[config.mk]
export PLATFORM = sky130hd
export DESIGN_NAME = matrix_scan_ctrl
export DESIGN_NICKNAME = d
export VERILOG_FILES = /design/src/rtl/matrix_scan_ctrl.sv
export SDC_FILE = /design/constraint.sdc
export NUM_CORES = 1
export LEC_CHECK = 0
export CELL_PAD_IN_SITES_DETAIL_PLACEMENT = 0
export CELL_PAD_IN_SITES_GLOBAL_PLACEMENT = 1
export CORE_ASPECT_RATIO = 0.9
export CORE_MARGIN = 2
export CORE_UTILIZATION = 40
export DETAILED_ROUTE_END_ITERATION = 8
export PLACE_DENSITY_LB_ADDON = 0.25
export SLEW_MARGIN = 30
export SYNTH_ARGS = -nofsm -noshare
export SYNTH_HDL_FRONTEND = slang
export SYNTH_SLANG_ARGS = --single-unit
[constraint.sdc]
create_clock -name clk32mhz -period 2.9 [get_ports clk32mhz]
set_input_delay 0.87 -clock clk32mhz [delete_from_list [all_inputs] [get_ports clk32mhz]]
set_output_delay 0.87 -clock clk32mhz [all_outputs]
set_load 0.1 [all_outputs]
[src/rtl/matrix_scan_ctrl.sv]
`default_nettype none
// ============================================================================
// Module  : matrix_scan_ctrl
// Brief   : Row-scan sequencer for a 16x16 LED matrix; optional PWM dimming
//           via `MATRIX_DIM_EN (adds the brightness input).
// Revision: 1.0 - initial release
// ============================================================================
module matrix_scan_ctrl #(
    parameter int SCREENTIMERWIDTH = 10
) (
    input  logic        clk32mhz,
    input  logic        reset_n,
    input  logic        enable,
`ifdef MATRIX_DIM_EN
    input  logic [3:0]  brightness,
`endif
    output logic [3:0]  fb_row_addr,
    input  logic [15:0] fb_row_data,
    output logic        CSDI,
    output logic        CCLK,
    output logic        LE,
    output logic        RSDI,
    output logic        RCLK,
    output logic        OEB,
    output logic        frame_start,
    output logic        busy
);

    localparam int W = SCREENTIMERWIDTH;

    typedef enum logic [2:0] {
        S_IDLE    = 3'd0,
        S_FETCH   = 3'd1,
        S_SHIFT   = 3'd2,
        S_LATCH   = 3'd3,
        S_ROWCLK  = 3'd4,
        S_DISPLAY = 3'd5
    } state_t;

    state_t       r_state;
    state_t       w_next;
    logic [3:0]   r_row;
    logic [4:0]   r_cnt;
    logic [W-1:0] r_dwell;
    logic [15:0]  r_shreg;
    logic         w_fetch_done;
    logic         w_shift_done;
    logic         w_dwell_done;
    logic         w_blank;

    assign w_fetch_done = (r_cnt == 5'd1);
    assign w_shift_done = (r_cnt == 5'd31);
    assign w_dwell_done = &r_dwell;
    assign fb_row_addr  = r_row;

`ifdef MATRIX_DIM_EN
    logic [3:0] r_bright;
    // Top four dwell bits form a 16-step PWM phase compared against brightness.
    assign w_blank = !(r_dwell[W-1 -: 4] < r_bright);
`else
    assign w_blank = 1'b0;
`endif

    always_ff @(posedge clk32mhz or negedge reset_n) begin
        if (!reset_n) begin
            r_state <= S_IDLE;
        end else begin
            r_state <= w_next;
        end
    end

    always_comb begin
        w_next      = r_state;
        CSDI        = 1'b0;
        CCLK        = 1'b0;
        LE          = 1'b0;
        RSDI        = 1'b0;
        RCLK        = 1'b0;
        OEB         = 1'b1;
        frame_start = 1'b0;
        busy        = 1'b1;
        case (r_state)
            S_IDLE: begin
                busy = 1'b0;
                if (enable) w_next = S_FETCH;
            end
            S_FETCH: begin
                if (w_fetch_done) w_next = S_SHIFT;
            end
            S_SHIFT: begin
                // Bit is held across both halves; CCLK rises on odd cycles.
                CSDI = r_shreg[15];
                CCLK = r_cnt[0];
                if (w_shift_done) w_next = S_LATCH;
            end
            S_LATCH: begin
                LE     = 1'b1;
                RSDI   = (r_row == 4'd0);
                w_next = S_ROWCLK;
            end
            S_ROWCLK: begin
                RCLK   = 1'b1;
                RSDI   = (r_row == 4'd0);
                w_next = S_DISPLAY;
            end
            S_DISPLAY: begin
                OEB         = w_blank;
                frame_start = (r_dwell == '0) && (r_row == 4'd0);
                if (w_dwell_done) w_next = enable ? S_FETCH : S_IDLE;
            end
            default: begin
                w_next = S_IDLE;
            end
        endcase
    end

    always_ff @(posedge clk32mhz or negedge reset_n) begin
        if (!reset_n) begin
            r_row   <= 4'd0;
            r_cnt   <= 5'd0;
            r_dwell <= '0;
            r_shreg <= 16'd0;
`ifdef MATRIX_DIM_EN
            r_bright <= 4'd0;
`endif
        end else begin
            case (r_state)
                S_IDLE: begin
                    r_row <= 4'd0;
                    r_cnt <= 5'd0;
                end
                S_FETCH: begin
                    if (w_fetch_done) begin
                        r_shreg <= fb_row_data;
                        r_cnt   <= 5'd0;
                    end else begin
                        r_cnt <= r_cnt + 5'd1;
                    end
                end
                S_SHIFT: begin
                    r_cnt <= w_shift_done ? 5'd0 : r_cnt + 5'd1;
                    if (r_cnt[0]) r_shreg <= {r_shreg[14:0], 1'b0};
                end
                S_ROWCLK: begin
                    r_dwell <= '0;
`ifdef MATRIX_DIM_EN
                    r_bright <= brightness;
`endif
                end
                S_DISPLAY: begin
                    if (w_dwell_done) begin
                        r_dwell <= '0;
                        r_row   <= enable ? r_row + 4'd1 : 4'd0;
                    end else begin
                        r_dwell <= r_dwell + W'(1);
                    end
                end
                default: begin
                end
            endcase
        end
    end

endmodule
`default_nettype wire

==> key figures, run 1 <==
Global route
  • Vias in the first global route: roughly 1700
  • First-pass GRT wire length: just under 8 mm
  • Initial antenna violation count: 0
  • GR Util All Layers: approximately 17%
  • GRT overflow: 0
  • Largest net degree at the start of global routing: 39

Floorplanning
  • Initial core utilization: approximately two fifths
  • Core Box Area: 5220 sq um
  • I/O pins: 31
  • Chip Width: between 80 and 90 microns
  • Num rows: 25
  • Die Area: around 6000 sq um
  • Die height: roughly 74 microns

Critical path
  • Worst Reg-to-Reg Cells: 7
  • CP Max Fanout: 7
  • Startpoint types: flop
  • Arrival @ worst endpoint: 1.89 ns
  • Reg-to-reg critical path startpoint: r_state[2]
  • Crit path capture type: output pin
  • Crit path required time: just over 2 ns
  • Crit path launch: r_state[1]
  • RR Endpoint: r_shreg[5]
  • Crit path to: frame_start
  • Setup CP Type: reg -> out
  • FF-to-FF setup slack: 0.99 ns

Finish
  • Share of post-route cells with drive strength above 1: between 10% and 20%
  • Area Overhead vs Synth: 30.2%
  • N_diodes: 0
  • Final instance area: around 2800 sq um
  • NumNets Final: 283

Worst hold path
  • Worst Hold Launch: r_shreg[7]
  • Hold Path Cell Cnt: 2
  • Worst hold path class: reg -> reg

Place
  • Port Buffers: 30
  • Placed Area: approximately 2700 sq um
  • DP HPWL: approximately 3.2 mm
  • Final RePlAce weighted congestion: a little under 0.9
  • Setup WS pre-CTS: approximately 0.3 ns

Routing
  • Number of DRC markers in iteration 0: 99
  • Routed Antenna Nets: 0
  • Routed WL per cell: approximately 14 microns
  • Initial DRT Pass Iterations: 4
  • Vias/cell: around 5.3
  • DRC Markers: 0
  • Final wirelength: roughly 4.5 mm
  • Total number of vias: 1716

STA
  • Final Critical Period: ~2.8 ns
  • Unrepaired setup endpoints after global routing: false
  • Setup skew after layout: 0.00512 ns
  • Min Hold Slack: roughly 0.48 ns
  • Slew HR: about two thirds
  • Fin. Hold Viols: 0
  • Crit share post-route: approximately 95%
  • Post-route setup slack: between 0.1 and 0.15 ns
  • Setup TNS: 0 ns
  • Max-slew violation count: 0
  • Setup violators final: 0
  • Worst-margin pin slew: 0.492 ns
  • Fmax: around 360 MHz

Job
  • Maxcap violations: 0

Synth
  • Post-Syn Area per Cell: between 9 and 10 sq um
  • Post-synthesis register bit count: 38
  • Post-synth EDFFs: 0
  • Post-synthesis cell area: roughly 2200 sq um
  • Asr flop ratio synth: between 90% and 100%
  • Synth Instances: about 230
  • Count of unique library cells instantiated by Yosys: 46
  • Syn Nets: around 250
  • Seq/Total Area, Yosys: approximately 44%
  • Ys flop type: dfrtp_1
  • Ys Warns: 0

Clock network
  • H-tree depth: 2
  • CTS root buffer: clkbuf_8
  • Clk_lat worst skew: between 0.2 and 0.3 ns
  • Clock transition at path regs: 0.08 ns
  • CTS Buffer Depth: 2
  • CTS buffer count: 5
  • Sink Count: 38
  • CTS tree: done
  • CTS Hold Buffers Added: 0

Power and ir drop
  • Clock network power share: 49.2%
  • Gate power share: under 10%
  • Sw Ratio: about 18%
  • Post-layout power: 1.13 mW
  • P per Cell Area: about 400 nW/um^2
  • Power Internal: a little over 0.9 mW
  • VDD IR max: 0.000242 V
  • LEAKAGE: between 1 and 1.5 nW
  • Psw: a little over 0.2 mW
  • Sequential Power Share: 47.0%

Status
  • Status: complete, no violations
state kept, by name (all words and copies together) (netlist names):
name,cells
r_state,3
r_cnt,5
fb_row_addr,4
r_shreg,16
r_dwell,10
worst min path at each step:
stage	end	slack (ns)
after global placement	r_shreg[15]	0.46
after floorplan	r_shreg[15]	0.44
final	r_shreg[7]	0.48
after global routing	r_shreg[1]	0.52
after detailed placement	r_shreg[13]	0.47
after CTS	r_shreg[13]	0.49
worst max-delay path, stage by stage, from the launching register on:
cell	delay, ns
dfrtp_1	0.37
and3b_2	0.33
inv_12	0.05
nor4b_2	0.23
nand4b_1	0.18
nor4_4	0.22
buf_12	0.21
area by class of cell:
cell class / count / area [sq um]
clock buffers: 6 / 82.6
clock inverters: 2 / 60.1
fillers: 477 / 2420
inverters: 10 / 50.0
multi-input cells: 166 / 1160
flip-flops and latches: 38 / 956
well taps: 67 / 83.8
repair buffers: 36 / 413
cells in the final DEF (no fill, tap or decap), drive strengths merged, types with 4 or more instances in the layout:
cell and n:
ha 7, nand2 34, dfrtp 38, nor3b 4, nor2 8, o21ai 31
buf 19, inv 10, and3 5, clkdlybuf4s50 17, clkbuf 6, nand3 13
mux2i 19, a21oi 4
routing by layer:
metal  wire, microns  GRT usage (%)  vias up  share of wire, %
met1            2170           23.9      815                48
met5               0              0        -                 0
li1                -              -      871                 -
met4              48           5.65        0               1.1
met2            2060           25.9       25                46
met3             201           3.93        5               4.5
power by group through the flow:
| stage | combinational [mW] | sequential (mW) | clock [mW] |
|---|---|---|---|
| global route | 0.0477 | 0.529 | 0.591 |
| detailed placement | 0.0435 | 0.540 | 0 |
| finish | 0.0426 | 0.529 | 0.555 |
| CTS | 0.0438 | 0.529 | 0.568 |
| global placement | 0.0438 | 0.540 | 0 |
| floorplan | 0.00604 | 0.540 | 0 |
synth_stat cells, drive strengths merged (4+ instances only):
library cell	n	area share, %
o21ai	31	7.2
buf	6	2.3
and3	5	1.5
a21oi	4	0.93
nand3	13	3.0
nor3b	4	2.1
mux2i	19	8.8
ha	7	4.1
clkbuf	5	0.87
dfrtp	38	44
nand2	34	6.0
inv	10	1.7
nor2	8	1.4
timing repair:
item,4_1_cts,5_1_grt
setup buffers,0,0
setup endpoints to repair,1,1
gates resized for setup,1,0
pin swaps,0,1
cell families after synthesis:
group                    Yosys count  share of synthesized area (%)
AO/OA/AOI/OAI                     50                           14.0
flip-flops                        38                           44.2
AND/OR/NAND/NOR                   87                           22.5
multiplexers                      21                           9.88
adder cells (fa/ha/maj)            7                           4.07
XOR/XNOR                           1                          0.407
buffers and inverters             21                           4.94
per-stage QoR:
step	utilization, %	std cells
4_1_cts	53.6	325
3_5_place_dp	50.9	317
6_report	53.7	325
3_3_place_gp	50.9	317
5_1_grt	53.7	325
2_1_floorplan	-	225
(Power assumes the default switching activity.)
==> run 2, diff against run 1 <==
--- a/config.mk
+++ b/config.mk
@@ -5,11 +5,13 @@
 export SDC_FILE = /design/constraint.sdc
 export NUM_CORES = 1
 export LEC_CHECK = 0
+export ABC_CLOCK_PERIOD_IN_PS = 2900
 export CELL_PAD_IN_SITES_DETAIL_PLACEMENT = 0
 export CELL_PAD_IN_SITES_GLOBAL_PLACEMENT = 1
 export CORE_ASPECT_RATIO = 0.9
 export CORE_MARGIN = 2
 export CORE_UTILIZATION = 40
+export CTS_CLUSTER_DIAMETER = 30
 export DETAILED_ROUTE_END_ITERATION = 8
 export PLACE_DENSITY_LB_ADDON = 0.25
 export SLEW_MARGIN = 30
==> results of run 2 <==
Same layout as run 1: the final DEF is identical, and so are final timing and power.
==> run 3, diff against run 2 <==
--- a/config.mk
+++ b/config.mk
@@ -14,6 +14,7 @@
 export CTS_CLUSTER_DIAMETER = 30
 export DETAILED_ROUTE_END_ITERATION = 8
 export PLACE_DENSITY_LB_ADDON = 0.25
+export REMOVE_ABC_BUFFERS = 1
 export SLEW_MARGIN = 30
 export SYNTH_ARGS = -nofsm -noshare
 export SYNTH_HDL_FRONTEND = slang
==> key figures, run 3 (synthesized netlist as in run 1, its figures left out) <==
Floorplanning
  • I/O pins: 31 (unchanged)
  • Die height: 73.6 microns (unchanged)
  • Die Area: 5990 sq um (unchanged)
  • Num rows: 25 (unchanged)
  • Initial core utilization: 41.2% (unchanged)
  • Core Box Area: 5220 sq um (unchanged)
  • Chip Width: 81.3 microns (unchanged)

Critical path
  • Crit path required time: 2.03 ns (about the same)
  • Setup CP Type: reg -> out
  • CP Max Fanout: 11 (+4)
  • Startpoint types: flop
  • Arrival @ worst endpoint: 1.96 ns (+0.07 ns)
  • Crit path capture type: output pin

STA
  • Post-route setup slack: 0.0723 ns (-0.0665 ns)
  • Fmax: 354 MHz (-2.4%)
  • Setup skew after layout: 0.00927 ns (+0.00416 ns)
  • Unrepaired setup endpoints after global routing: true
  • Fin. Hold Viols: 0 (unchanged)
  • Min Hold Slack: 0.482 ns (-0.000473 ns)
  • Max-slew violation count: 0 (unchanged)
  • Final Critical Period: 2.83 ns (+0.0665 ns)
  • Worst-margin pin slew: 0.502 ns (+0.00991 ns)
  • Crit share post-route: 97.5% (+2.3 points)
  • Slew HR: 66.5% (-0.75 points)
  • Setup violators final: 0 (unchanged)

Global route
  • First-pass GRT wire length: 7.58 mm (-3.2%)
  • Largest net degree at the start of global routing: 39 (unchanged)
  • Vias in the first global route: 1641 (-3.3%)
  • GRT overflow: 0 (unchanged)
  • Initial antenna violation count: 0 (unchanged)
  • GR Util All Layers: 16.4% (-0.62 points)

Clock network
  • Clock transition at path regs: 0.08 ns (about the same)
  • Sink Count: 38 (unchanged)
  • CTS buffer count: 5 (unchanged)
  • CTS Buffer Depth: 2 (unchanged)
  • CTS tree: done
  • H-tree depth: 2 (unchanged)
  • CTS root buffer: clkbuf_8
  • Clk_lat worst skew: 0.29 ns (about the same)
  • CTS Hold Buffers Added: 0 (unchanged)

Place
  • Final RePlAce weighted congestion: 0.829 (-4.4%)
  • Port Buffers: 30 (unchanged)
  • DP HPWL: 3.16 mm (-1.2%)
  • Placed Area: 2590 sq um (-2.3%)
  • Setup WS pre-CTS: 0.320 ns (+0.0147 ns)

Power and ir drop
  • Sw Ratio: 19.1% (+0.80 points)
  • Psw: 0.211 mW (+2.8%)
  • Post-layout power: 1.11 mW (-1.5%)
  • LEAKAGE: 1.19 nW (-1.6%)
  • P per Cell Area: 404 nW/um^2 (+0.51%)
  • VDD IR max: 0.000189 V (-22%)
  • Sequential Power Share: 47.7% (+0.7 points)
  • Power Internal: 0.899 mW (-2.4%)
  • Clock network power share: 48.5% (-0.7 points)
  • Gate power share: 3.8% (about the same)

Routing
  • Routed Antenna Nets: 0 (unchanged)
  • Routed WL per cell: 13.4 microns (-2.5%)
  • Final wirelength: 4.40 mm (-1.6%)
  • Total number of vias: 1685 (-1.8%)
  • Vias/cell: 5.14 (-2.7%)
  • Number of DRC markers in iteration 0: 90 (-9.1%)
  • Initial DRT Pass Iterations: 4 (unchanged)
  • DRC Markers: 0 (unchanged)

Worst hold path
  • Worst hold path class: reg -> reg

Status
  • Status: complete, no violations

Finish
  • Top reg by flops: r_shreg
  • Share of post-route cells with drive strength above 1: 16.9% (-2.1 points)
  • Most common cell after layout, fill and taps aside: dfrtp_1
  • Area Overhead vs Synth: 27.6%
  • N_diodes: 0 (unchanged)
  • Final instance area: 2750 sq um (-2.0%)
  • Most frequent cells in the layout: 37 x dfrtp_1, 33 x nand2_1, 28 x o21ai_0, 19 x mux2i_1, 17 x clkdlybuf4s50_1
  • Regs by FF count: r_shreg: 16 flops, r_dwell: 10 flops, r_cnt: 5 flops
  • Util after Layout: 52.6% (-1.1 points)
  • Largest register FFs: 16 (unchanged)
  • NumNets Final: 286 (+1.1%)

Job
  • Maxcap violations: 0 (unchanged)
==> run 3: worst paths after layout <==
kind	from	end	slack [ns]	cells past startpoint
worst max-delay path	r_state[1]	frame_start	0.07	6
worst min-delay path	r_shreg[6]	r_shreg[6]	0.48	2
worst max register to register	r_state[0]	r_shreg[11]	0.95	7
worst min register to register	r_shreg[6]	r_shreg[6]	0.48	2
max in group asynchronous	reset_n	r_state[1]	2.01	1
min in group asynchronous	reset_n	fb_row_addr[2]	0.54	1
==> run 3: worst max-delay path: stages (launching register included) <==
cell	delay (ns)
dfrtp_2	0.49
and3b_1	0.27
inv_2	0.05
nor4b_2	0.23
nand4b_1	0.19
nor4_4	0.22
buf_12	0.21
==> run 3: timing repair <==
action	CTS	global route
endpoints found under the hold margin	0	0
setup buffers	0	0
setup endpoints to repair	1	2
resized for setup	1	2
==> run 3: area by class of cell <==
class / count / area, sq um
repair buffers: 39 / 423
clock buffers: 5 / 68.8
flip-flops and latches: 38 / 952
multi-input cells: 166 / 1110
fillers: 469 / 2480
well taps: 67 / 83.8
inverters: 10 / 37.5
clock inverters: 3 / 68.8
==> run 3: metal layers <==
| layer | global-route usage [%] | up-vias | part of all wire, % |
|---|---|---|---|
| met4 | 3.95 | 0 | 0.61 |
| met3 | 4.05 | 2 | 3.6 |
| li1 | - | 869 | - |
| met1 | 23.4 | 785 | 49 |
| met2 | 25.0 | 29 | 47 |
| met5 | 0 | - | 0 |
==> run 3: power groups by stage <==
stage          Sequential, mW  Combinational [mW]  Clock [mW]
2_1_floorplan           0.540             0.00604           0
3_3_place_gp            0.540              0.0437           0
3_5_place_dp            0.540              0.0437           0
4_1_cts                 0.529              0.0441       0.554
5_1_grt                 0.529              0.0478       0.583
6_report                0.529              0.0424       0.538
==> run 3: through the flow <==
step / setup TNS (ns) / cells
after floorplan: -5.65 / 214
after CTS: 0 / 328
after global routing: -0.0455 / 328
after detailed placement: 0 / 320
after global placement: 0 / 320
final: 0 / 328
